==> config.mk <==
export PLATFORM = sky130hd
export DESIGN_NAME = dest_drain_arbiter_flat
export DESIGN_NICKNAME = d
export VERILOG_FILES = /design/src/rtl/dest_drain_arbiter_if.sv /design/src/rtl/dest_drain_arbiter.sv /design/src/flat_wrapper.sv
export SDC_FILE = /design/constraint.sdc
export NUM_CORES = 1
export LEC_CHECK = 0
export ABC_AREA = 1
export CORE_ASPECT_RATIO = 1.25
export CORE_MARGIN = 10
export CORE_UTILIZATION = 50
export DETAILED_ROUTE_END_ITERATION = 8
export PLACE_DENSITY_LB_ADDON = 0.12
export SETUP_SLACK_MARGIN = 0.02
export SKIP_LAST_GASP = 1
export SYNTH_ARGS = -nofsm -noshare
export SYNTH_HDL_FRONTEND = slang
export SYNTH_SLANG_ARGS = --single-unit
==> constraint.sdc <==
create_clock -name clk -period 2.1 [get_ports clk]
set_input_delay 0.315 -clock clk [delete_from_list [all_inputs] [get_ports clk]]
set_output_delay 0.315 -clock clk [all_outputs]
set_load 0.005 [all_outputs]
==> src/rtl/dest_drain_arbiter_if.sv <==
// Read-side bundle for dest_drain_arbiter: FIFO pop/empty/data for D0 and D1,
// plus the merged valid/ready output stream and the per-destination counters.
interface dest_drain_arbiter_if #(
    parameter int DATA_SIZE = 6,
    parameter int CNT_W     = 8
);
    logic                 fifo_empty_d0;
    logic                 fifo_empty_d1;
    logic [DATA_SIZE-1:0] data_out_0;
    logic [DATA_SIZE-1:0] data_out_1;
    logic                 pop_d0;
    logic                 pop_d1;
    logic                 ready_in;
    logic                 valid_out;
    logic [DATA_SIZE-1:0] data_out;
    logic                 dest_out;
    logic [CNT_W-1:0]     cnt_d0;
    logic [CNT_W-1:0]     cnt_d1;

    modport master (
        input  fifo_empty_d0, fifo_empty_d1, data_out_0, data_out_1, ready_in,
        output pop_d0, pop_d1, valid_out, data_out, dest_out, cnt_d0, cnt_d1
    );

    modport slave (
        output fifo_empty_d0, fifo_empty_d1, data_out_0, data_out_1, ready_in,
        input  pop_d0, pop_d1, valid_out, data_out, dest_out, cnt_d0, cnt_d1
    );
endinterface

==> src/rtl/dest_drain_arbiter.sv <==
// Drains destination FIFOs D0/D1 into one dest-tagged valid/ready stream.
// Define STRICT_PRIO_EN to give D0 strict priority; default is round-robin.
module dest_drain_arbiter #(
    parameter int DATA_SIZE = 6,
    parameter int CNT_W     = 8
) (
    input  logic                 clk,
    input  logic                 reset_L,
    dest_drain_arbiter_if.master bus
);
    localparam logic [CNT_W-1:0]     CNT_ONE   = {{(CNT_W-1){1'b0}}, 1'b1};
    localparam logic [CNT_W-1:0]     CNT_ZERO  = {CNT_W{1'b0}};
    localparam logic [DATA_SIZE-1:0] DATA_ZERO = {DATA_SIZE{1'b0}};

    typedef enum logic [1:0] {
        IDLE = 2'd0,
        RD0  = 2'd1,
        RD1  = 2'd2
    } state_t;

    state_t               state_r, state_nxt_s;
    logic                 rr_ptr_r, rr_ptr_nxt_s;
    logic [1:0]           occ_r, occ_nxt_s;
    logic [DATA_SIZE-1:0] head_data_r, head_data_nxt_s;
    logic [DATA_SIZE-1:0] tail_data_r, tail_data_nxt_s;
    logic                 head_dest_r, head_dest_nxt_s;
    logic                 tail_dest_r, tail_dest_nxt_s;
    logic [CNT_W-1:0]     cnt_d0_r, cnt_d1_r;

    logic                 inflight_s, cap_dest_s, xfer_s, credit_ok_s;
    logic                 elig0_s, elig1_s, gnt0_s, gnt1_s;
    logic [DATA_SIZE-1:0] cap_data_s;
    logic [2:0]           load_s;

    // The FSM state doubles as the in-flight flag and the empty-lag guard:
    // RDx means X was popped last cycle and its data is on data_out_x now.
    assign inflight_s  = (state_r != IDLE);
    assign cap_dest_s  = (state_r == RD1);
    assign cap_data_s  = cap_dest_s ? bus.data_out_1 : bus.data_out_0;
    assign xfer_s      = (occ_r != 2'd0) && bus.ready_in;
    assign load_s      = {1'b0, occ_r} + {2'b00, inflight_s};
    assign credit_ok_s = load_s < (3'd2 + {2'b00, xfer_s});
    assign elig0_s     = reset_L && credit_ok_s && !bus.fifo_empty_d0 && (state_r != RD0);
    assign elig1_s     = reset_L && credit_ok_s && !bus.fifo_empty_d1 && (state_r != RD1);

    // Grant selection among eligible FIFOs, at most one pop per cycle.
    always_comb begin
        gnt0_s = 1'b0;
        gnt1_s = 1'b0;
`ifdef STRICT_PRIO_EN
        if (elig0_s) begin
            gnt0_s = 1'b1;
        end else if (elig1_s) begin
            gnt1_s = 1'b1;
        end else begin
            gnt0_s = 1'b0;
        end
`else
        if (elig0_s && elig1_s) begin
            if (rr_ptr_r) begin
                gnt1_s = 1'b1;
            end else begin
                gnt0_s = 1'b1;
            end
        end else if (elig0_s) begin
            gnt0_s = 1'b1;
        end else if (elig1_s) begin
            gnt1_s = 1'b1;
        end else begin
            gnt0_s = 1'b0;
        end
`endif
    end

    // Next FSM state follows this cycle's grant; pointer moves past the granted FIFO.
    always_comb begin
        state_nxt_s  = IDLE;
        rr_ptr_nxt_s = rr_ptr_r;
        case (state_r)
            IDLE, RD0, RD1: begin
                if (gnt0_s) begin
                    state_nxt_s  = RD0;
                    rr_ptr_nxt_s = 1'b1;
                end else if (gnt1_s) begin
                    state_nxt_s  = RD1;
                    rr_ptr_nxt_s = 1'b0;
                end else begin
                    state_nxt_s  = IDLE;
                end
            end
            default: state_nxt_s = IDLE;
        endcase
    end

    // Two-entry skid buffer: capture lands behind the head, transfer shifts tail forward.
    always_comb begin
        occ_nxt_s       = occ_r;
        head_data_nxt_s = head_data_r;
        head_dest_nxt_s = head_dest_r;
        tail_data_nxt_s = tail_data_r;
        tail_dest_nxt_s = tail_dest_r;
        case ({inflight_s, xfer_s})
            2'b11: begin
                if (occ_r == 2'd2) begin
                    head_data_nxt_s = tail_data_r;
                    head_dest_nxt_s = tail_dest_r;
                    tail_data_nxt_s = cap_data_s;
                    tail_dest_nxt_s = cap_dest_s;
                end else begin
                    head_data_nxt_s = cap_data_s;
                    head_dest_nxt_s = cap_dest_s;
                end
            end
            2'b10: begin
                if (occ_r == 2'd0) begin
                    head_data_nxt_s = cap_data_s;
                    head_dest_nxt_s = cap_dest_s;
                end else begin
                    tail_data_nxt_s = cap_data_s;
                    tail_dest_nxt_s = cap_dest_s;
                end
                occ_nxt_s = occ_r + 2'd1;
            end
            2'b01: begin
                head_data_nxt_s = tail_data_r;
                head_dest_nxt_s = tail_dest_r;
                occ_nxt_s       = occ_r - 2'd1;
            end
            default: occ_nxt_s = occ_r;
        endcase
    end

    // Arbiter state and round-robin pointer.
    always_ff @(posedge clk or negedge reset_L) begin
        if (!reset_L) begin
            state_r  <= IDLE;
            rr_ptr_r <= 1'b0;
        end else begin
            state_r  <= state_nxt_s;
            rr_ptr_r <= rr_ptr_nxt_s;
        end
    end

    // Skid buffer storage and per-destination capture counters.
    always_ff @(posedge clk or negedge reset_L) begin
        if (!reset_L) begin
            occ_r       <= 2'd0;
            head_data_r <= DATA_ZERO;
            head_dest_r <= 1'b0;
            tail_data_r <= DATA_ZERO;
            tail_dest_r <= 1'b0;
            cnt_d0_r    <= CNT_ZERO;
            cnt_d1_r    <= CNT_ZERO;
        end else begin
            occ_r       <= occ_nxt_s;
            head_data_r <= head_data_nxt_s;
            head_dest_r <= head_dest_nxt_s;
            tail_data_r <= tail_data_nxt_s;
            tail_dest_r <= tail_dest_nxt_s;
            if (inflight_s && cap_dest_s) begin
                cnt_d1_r <= cnt_d1_r + CNT_ONE;
            end else if (inflight_s) begin
                cnt_d0_r <= cnt_d0_r + CNT_ONE;
            end
        end
    end

    assign bus.pop_d0    = gnt0_s;
    assign bus.pop_d1    = gnt1_s;
    assign bus.valid_out = (occ_r != 2'd0);
    assign bus.data_out  = head_data_r;
    assign bus.dest_out  = head_dest_r;
    assign bus.cnt_d0    = cnt_d0_r;
    assign bus.cnt_d1    = cnt_d1_r;
endmodule

==> src/flat_wrapper.sv <==
// flat-port wrapper written by rule: the top's interface ports become plain ports
module dest_drain_arbiter_flat 
#(
    parameter int DATA_SIZE = 6,
    parameter int CNT_W     = 8
)
  (clk, reset_L, bus_fifo_empty_d0, bus_fifo_empty_d1, bus_data_out_0, bus_data_out_1, bus_ready_in, bus_pop_d0, bus_pop_d1, bus_valid_out, bus_data_out, bus_dest_out, bus_cnt_d0, bus_cnt_d1);
  dest_drain_arbiter_if #(.DATA_SIZE(DATA_SIZE), .CNT_W(CNT_W)) bus_i ();
  input  logic clk;
  input  logic reset_L;
  input wire logic [$bits(bus_i.fifo_empty_d0)-1:0] bus_fifo_empty_d0;
  input wire logic [$bits(bus_i.fifo_empty_d1)-1:0] bus_fifo_empty_d1;
  input wire logic [$bits(bus_i.data_out_0)-1:0] bus_data_out_0;
  input wire logic [$bits(bus_i.data_out_1)-1:0] bus_data_out_1;
  input wire logic [$bits(bus_i.ready_in)-1:0] bus_ready_in;
  output wire logic [$bits(bus_i.pop_d0)-1:0] bus_pop_d0;
  output wire logic [$bits(bus_i.pop_d1)-1:0] bus_pop_d1;
  output wire logic [$bits(bus_i.valid_out)-1:0] bus_valid_out;
  output wire logic [$bits(bus_i.data_out)-1:0] bus_data_out;
  output wire logic [$bits(bus_i.dest_out)-1:0] bus_dest_out;
  output wire logic [$bits(bus_i.cnt_d0)-1:0] bus_cnt_d0;
  output wire logic [$bits(bus_i.cnt_d1)-1:0] bus_cnt_d1;
  assign bus_i.fifo_empty_d0 = bus_fifo_empty_d0;
  assign bus_i.fifo_empty_d1 = bus_fifo_empty_d1;
  assign bus_i.data_out_0 = bus_data_out_0;
  assign bus_i.data_out_1 = bus_data_out_1;
  assign bus_i.ready_in = bus_ready_in;
  assign bus_pop_d0 = bus_i.pop_d0;
  assign bus_pop_d1 = bus_i.pop_d1;
  assign bus_valid_out = bus_i.valid_out;
  assign bus_data_out = bus_i.data_out;
  assign bus_dest_out = bus_i.dest_out;
  assign bus_cnt_d0 = bus_i.cnt_d0;
  assign bus_cnt_d1 = bus_i.cnt_d1;
  dest_drain_arbiter #(.DATA_SIZE(DATA_SIZE), .CNT_W(CNT_W)) u_core (.clk(clk), .reset_L(reset_L), .bus(bus_i));
endmodule
Word-level counts from Yosys, hierarchy flattened --
Index checks and enable logic that the tools add are counted.
Storage, ports and cells: memory bits (writable) 0, register bits 35, memories kept 0, bits of input ports 17, memory bits (read-only) 0, bits in latches 0
Cells by class: multipliers 0, bitwise gates (word level) 1, reduce and logical (&&, ||, !) cells 23, equal/unequal tests 11, mux-type cells 26, $lt $le $gt $ge 1, shifts and indexed selects 0, div/mod/pow operators 0, add/subtract/negate cells 6
Operators by type and width (number):
- $mux W6 | 5
- $pmux W6 S3 | 1
- $add A8 B1 Y8 const B | 2
- $mux W1 | 13
- $pmux W6 S2 | 1
- $reduce_bool A2 Y1 | 5
- $eq A2 B2 Y1 const B | 4
- $logic_and A1 B1 Y1 | 8
- $mux W2 | 3
- $ne A2 B1 Y1 const B | 3
- $reduce_and A2 Y1 | 3
- $eq A2 B1 Y1 const B | 2
- $logic_not A2 Y1 | 2
- $ne A2 B2 Y1 const B | 2
- $pmux W2 S2 | 1
- $add A2 B1 Y3 | 1
- $add A2 B1 Y3 const A | 1
- $lt A3 B3 Y1 | 1
- $pmux W1 S3 | 1
- $reduce_and A3 Y1 | 1
- $reduce_bool A3 Y1 | 1
- $reduce_or A3 Y1 | 1
- $add A2 B1 Y2 const B | 1
- $logic_not A1 Y1 | 2
- 3 further kinds | 3

Logic depth before layout (Yosys ltp) --
word-level depth 13, gate-level depth with buffers 12, gate-level depth less buffers 11

Worst setup path before layout --
Ideal clock, no wire load.
path type reg2reg, start point reg u_core.occ_r[0], end point reg u_core.head_dest_r (netlist: u_core.bus.dest_out), clock period less this slack 1870 ps, data arrival time 1788 ps, slack 230 ps, stages on the path, launching flop included 12, library setup time 82 ps, cell sequence dfrtp_1 > inv_1 > nand2_4 > inv_2 > nor2_4 > inv_2 > ha_1 > clkbuf_1 > inv_1 > a21oi_1 > o21ai_0 > a31oi_1
Between the ends: word-level cells in the longest chain between the ends 5, elaborated cells on any way between the ends 12, classes of those cells eq/ne: 5; mux: 2; reduce/logical: 5
Ends and longest elaborated chain:
- start: declaration | RTL line dest_drain_arbiter.sv:23 | logic [1:0] occ_r, occ_nxt_s;
- start signal: assignment | RTL line dest_drain_arbiter.sv:155 | occ_r <= occ_nxt_s;
- $reduce_bool A2 Y1 *
- via bus_valid_out | RTL line flat_wrapper.sv:18 | output wire logic [$bits(bus_i.valid_out)-1:0] bus_valid_out;
- $logic_and A1 B1 Y1 * | RTL line dest_drain_arbiter.sv:40 | assign xfer_s = (occ_r != 2'd0) && bus.ready_in;
- $eq A2 B2 Y1 / $eq A2 B1 Y1 (equally long branches) | RTL line dest_drain_arbiter.sv:102 | case ({inflight_s, xfer_s})
- $ne A2 B1 Y1 (no source line) / $reduce_bool A3 Y1 (equally long branches)
- $reduce_and A2 Y1 (no source line)
- end signal: assignment | RTL line dest_drain_arbiter.sv:157 | head_dest_r <= head_dest_nxt_s;
- end: declaration | RTL line dest_drain_arbiter.sv:26 | logic head_dest_r, head_dest_nxt_s;
The timed path passes the listed nets; every way through them passes the cells marked *. A chain may end at the register's enable or synchronous reset.

Worst setup path in the final report --
start point reg u_core.state_r[1], end point out bus_pop_d0
Between the ends: word-level cells in the longest chain between the ends 8, elaborated cells on any way between the ends 13, classes of those cells add/sub: 1; order compare: 1; eq/ne: 2; mux: 2; reduce/logical: 7
Ends and longest elaborated chain:
- start: declaration | RTL line dest_drain_arbiter.sv:21 | state_t state_r, state_nxt_s;
- start signal: assignment | RTL line dest_drain_arbiter.sv:139 | state_r <= state_nxt_s;
- $reduce_bool A2 Y1 | RTL line dest_drain_arbiter.sv:37 | assign inflight_s = (state_r != IDLE);
- $add A2 B1 Y3 | RTL line dest_drain_arbiter.sv:41 | assign load_s = {1'b0, occ_r} + {2'b00, inflight_s};
- $lt A3 B3 Y1 | RTL line dest_drain_arbiter.sv:42 | assign credit_ok_s = load_s < (3'd2 + {2'b00, xfer_s});
- $logic_and A1 B1 Y1 | RTL line dest_drain_arbiter.sv:43, dest_drain_arbiter.sv:44
- $logic_and A1 B1 Y1 (on tied branches) (2 in a row) | RTL line dest_drain_arbiter.sv:43, dest_drain_arbiter.sv:44
- $mux W1 / $logic_and A1 B1 Y1 (equally long branches) | RTL line dest_drain_arbiter.sv:65, dest_drain_arbiter.sv:59
- $mux W1 * | RTL line dest_drain_arbiter.sv:59 | if (elig0_s && elig1_s) begin
- end: declaration | RTL line flat_wrapper.sv:16 | output wire logic [$bits(bus_i.pop_d0)-1:0] bus_pop_d0;
Mark *: on every way between the ends. The rest lies on a longest branch, timed or not.

==> flow_metrics.py <==
metrics = {
    "critical_path": {
        "crit_slowest_cell": "dfrtp_1",
        "r2r_slack_ps": 90,
        "crit_chain": "inv_2, nand2_4, ha_4, ha_4, nand2_4, nand4_1, buf_4, nand2_4, buf_6, buf_6",
        "crit_end": "bus_pop_d0",
        "reg2regPathDepth": 14,
        "cp.required_ps": 1780,
        "crit_type": "reg2out",
        "slowest_delay_ps": 410,
        "reg2reg_to": "u_core.rr_ptr_r",
        "cp_top_family": "buffers and inverters",
        "critPathBufInv": 4,
        "setup.worst_path.start": "u_core.state_r[1]",
        "reg2reg_from": "u_core.state_r[1]",
        "crit_path_start_kind": "register",
        "end_kind": "primary output",
        "path_max_fanout": 3,
        "critical_path_cell_count": 10,
        "worstPathArrival_ps": 1840,
        "crit_top_cell": "nand2_4",
    },
    "synthesis": {
        "synth_cell_types": 30,
        "ys_warn_count": 0,
        "synth_seq_cells": 35,
        "synthCells": 228,
        "synth.avg_cell_area_um2": 8.70,
        "syn-num-nets": 252,
        "syn_area_mm2": 0.00198,
        "synth-seq-area-share_pct": 44.2,
    },
    "timing": {
        "skew_ps": 2.81,
        "fin_crit_ps": 2150,
        "tightest_slew_ps": 446,
        "setup_slack_ps": -50.3,
        "period_share_pct": 102,
        "setup_viol": 2,
        "hold_viol_final": 0,
        "slew_headroom_pct": 70.2,
        "final-max-slew-violation-count": 0,
        "rsz0062_at_grt": "true",
        "max_freq_ghz": 0.465,
    },
    "floorplan": {
        "start_util_pct": 52.0,
        "core_region_area_mm2": 0.00382,
        "rows": 25,
        "die_area_mm2": 0.00690,
        "dieWidth_um": 76.3,
        "pin_count": 43,
        "die_h_um": 90.4,
    },
    "place": {
        "place.gp.congestion": 0.780,
        "dpl-instance-area_mm2": 0.00255,
        "dp_cells": 335,
        "dp_hpwl_mm": 3.32,
        "io_buffers": 42,
    },
    "grt": {
        "grt_pass1_wl_mm": 8.27,
        "antenna_found_initial": 0,
        "grt_max_degree": 36,
        "overflow": 0,
        "grt_pass1_vias": 1834,
        "grt_use_total_pct": 14.3,
    },
    "detailed_routing": {
        "via_per_inst": 4.84,
        "wl_per_cell_um": 13.2,
        "vias": 1713,
        "drt_iter0_drc": 79,
        "drc": 0,
        "antenna_left": 0,
        "firstDrtPassIters": 4,
        "drt-total-wl_mm": 4.68,
    },
    "clocking": {
        "cts_buffers": 5,
        "cts_tree": "yes",
        "path_clk_slew_ps": 60,
        "clkSinkCount": 35,
        "clock_latency_ps": 290,
        "cts-root-buf": "clkbuf_8",
        "h-tree-depth": 2,
        "cts_buffer_depth": 2,
    },
    "power": {
        "leakage_nw": 1.38,
        "finalPower_w": 0.00417,
        "powerDensity_mw_per_mm2": 1490,
        "irDropWorstVdd_mv": 1.35,
    },
    "cells_and_area": {
        "stdcell_count": 354,
        "num-fill-cells": 294,
        "antenna_cells": 0,
        "layout.nets": 324,
        "final_area_mm2": 0.00281,
        "syn_to_final_growth_pct": 41.6,
        "final_layout_size_suffix_gt1_share_pct": 23.7,
    },
    "status": {
        "run_status": "complete, but fails checks",
        "violations": "setup timing",
    },
    "hold_path": {
        "hold_path_class": "reg2reg",
    },
    "job": {
        "maxCapViolations": 0,
    },
}
==> logic make-up (layout without fill, tap and decap cells) <==
logic type / count (synthesis) / after routing / share of synthesized area, %
simple gates: 76 / 76 / 18.6
xor+xnor: 15 / 15 / 6.62
buf+inv: 48 / 120 / 10.3
compound gates: 41 / 41 / 12.9
mux: 6 / 6 / 3.03
fa+ha+maj: 7 / 7 / 4.42
flops: 35 / 35 / 44.2
==> flip-flops by register name, indices dropped and copies added, names as in the netlist <==
| register | count |
|---|---|
| u_core.occ_r | 2 |
| u_core.bus.dest_out | 1 |
| u_core.bus.cnt_d0 | 8 |
| u_core.state_r | 2 |
| u_core.bus.data_out | 6 |
| u_core.tail_dest_r | 1 |
| u_core.rr_ptr_r | 1 |
| u_core.tail_data_r | 6 |
| u_core.bus.cnt_d1 | 8 |
==> synth_stat cells (all sizes together) <==
cell type,instances,area share [%]
nand3b,1,0.38
o22ai,6,1.9
nand4,4,1.3
a21oi,16,4.2
mux2i,6,3.0
buf,3,1.5
a31oi,1,0.32
o21ai,17,6.0
o22a,1,0.44
xnor2,4,1.8
dfrtp,35,44
xor2,11,4.9
nor2,15,3.6
nand2,50,11
ha,7,4.4
clkbuf,1,0.19
inv,44,8.6
nor3,2,1.3
nand3,4,1.0
==> timing repair <==
item,CTS,global route
gates resized for setup,16,14
pin swaps,7,7
setup endpoints to repair,2,5
setup buffers,12,4
hold buffers,0,0
==> per-stage QoR <==
stage	util [%]	hold slack (ps)	setup TNS, ps	setup WS, ps
floorplan	-	19.4	0	230
global placement	66.8	455	-105	-70.6
detailed placement	66.8	466	-191	-109
CTS	72.3	491	-76.4	-76.4
global route	73.6	512	-251	-138
finish	73.6	487	-78.8	-50.3
==> worst min-delay path by stage <==
stage | to | from | depth (start not counted) | slack [ps]
finish | u_core.rr_ptr_r | u_core.rr_ptr_r | 2 | 490
global route | u_core.rr_ptr_r | u_core.rr_ptr_r | 2 | 510
CTS | u_core.rr_ptr_r | u_core.rr_ptr_r | 2 | 490
detailed placement | u_core.rr_ptr_r | u_core.rr_ptr_r | 2 | 470
global placement | u_core.rr_ptr_r | u_core.rr_ptr_r | 2 | 460
floorplan | u_core.bus.cnt_d0[0] | reset_L | 0 | 20
==> worst min-delay path, delay by kind of cell (launching register included) <==
kind             cells  cell delay (ps)
DFF                  1              350
and+or+nand+nor      2              110
==> power by group <==
| part | switching, W | internal, W |
|---|---|---|
| clock | 0.000238 | 0.000257 |
| sequential | 0.000204 | 0.000952 |
| combinational | 0.00127 | 0.00125 |
==> per-layer routing <==
layer,track usage [%],vias to the layer above,wire [µm]
met5,0,-,0
met4,5.59,0,86
met3,5.18,8,311
met2,24.8,39,2360
met1,15.4,803,1920
li1,-,863,-
==> layout by cell type, fill, tap and decap left out <==
master            n
ha_1              4
xor2_1           11
a21oi_2           1
nor2_4            3
nor3_2            1
buf_6             4
clkinv_4          1
buf_4            25
o21ai_2           6
o22a_1            1
o22ai_1           6
a21oi_1          15
o21ai_4           1
nand3_2           1
mux2i_1           6
clkbuf_8          6
clkdlybuf4s50_1  40
inv_2             6
nand2_1          40
nand2_2           5
nand3b_1          1
ha_4              2
clkinv_2          1
o21ai_0          10
nand3_1           3
ha_2              1
nor3_4            1
nor2_1           11
nand4_1           4
nor2_2            1
dfrtp_1          35
nand2_4           4
nand2_8           1
inv_1            37
a31oi_1           1
xnor2_1           4
==> final cells by class <==
cell class              instances  area, µm²  share of cell area (%)
repair buffers                 69        633                    22.5
well taps                      54       67.6                    2.41
inverters                      44        170                    6.06
clock inverters                 1       5.00                   0.178
multi-input cells             145        973                    34.7
clock buffers                   6       82.6                    2.94
flip-flops and latches         35        876                    31.2
Power figures use the tool's default switching activity.
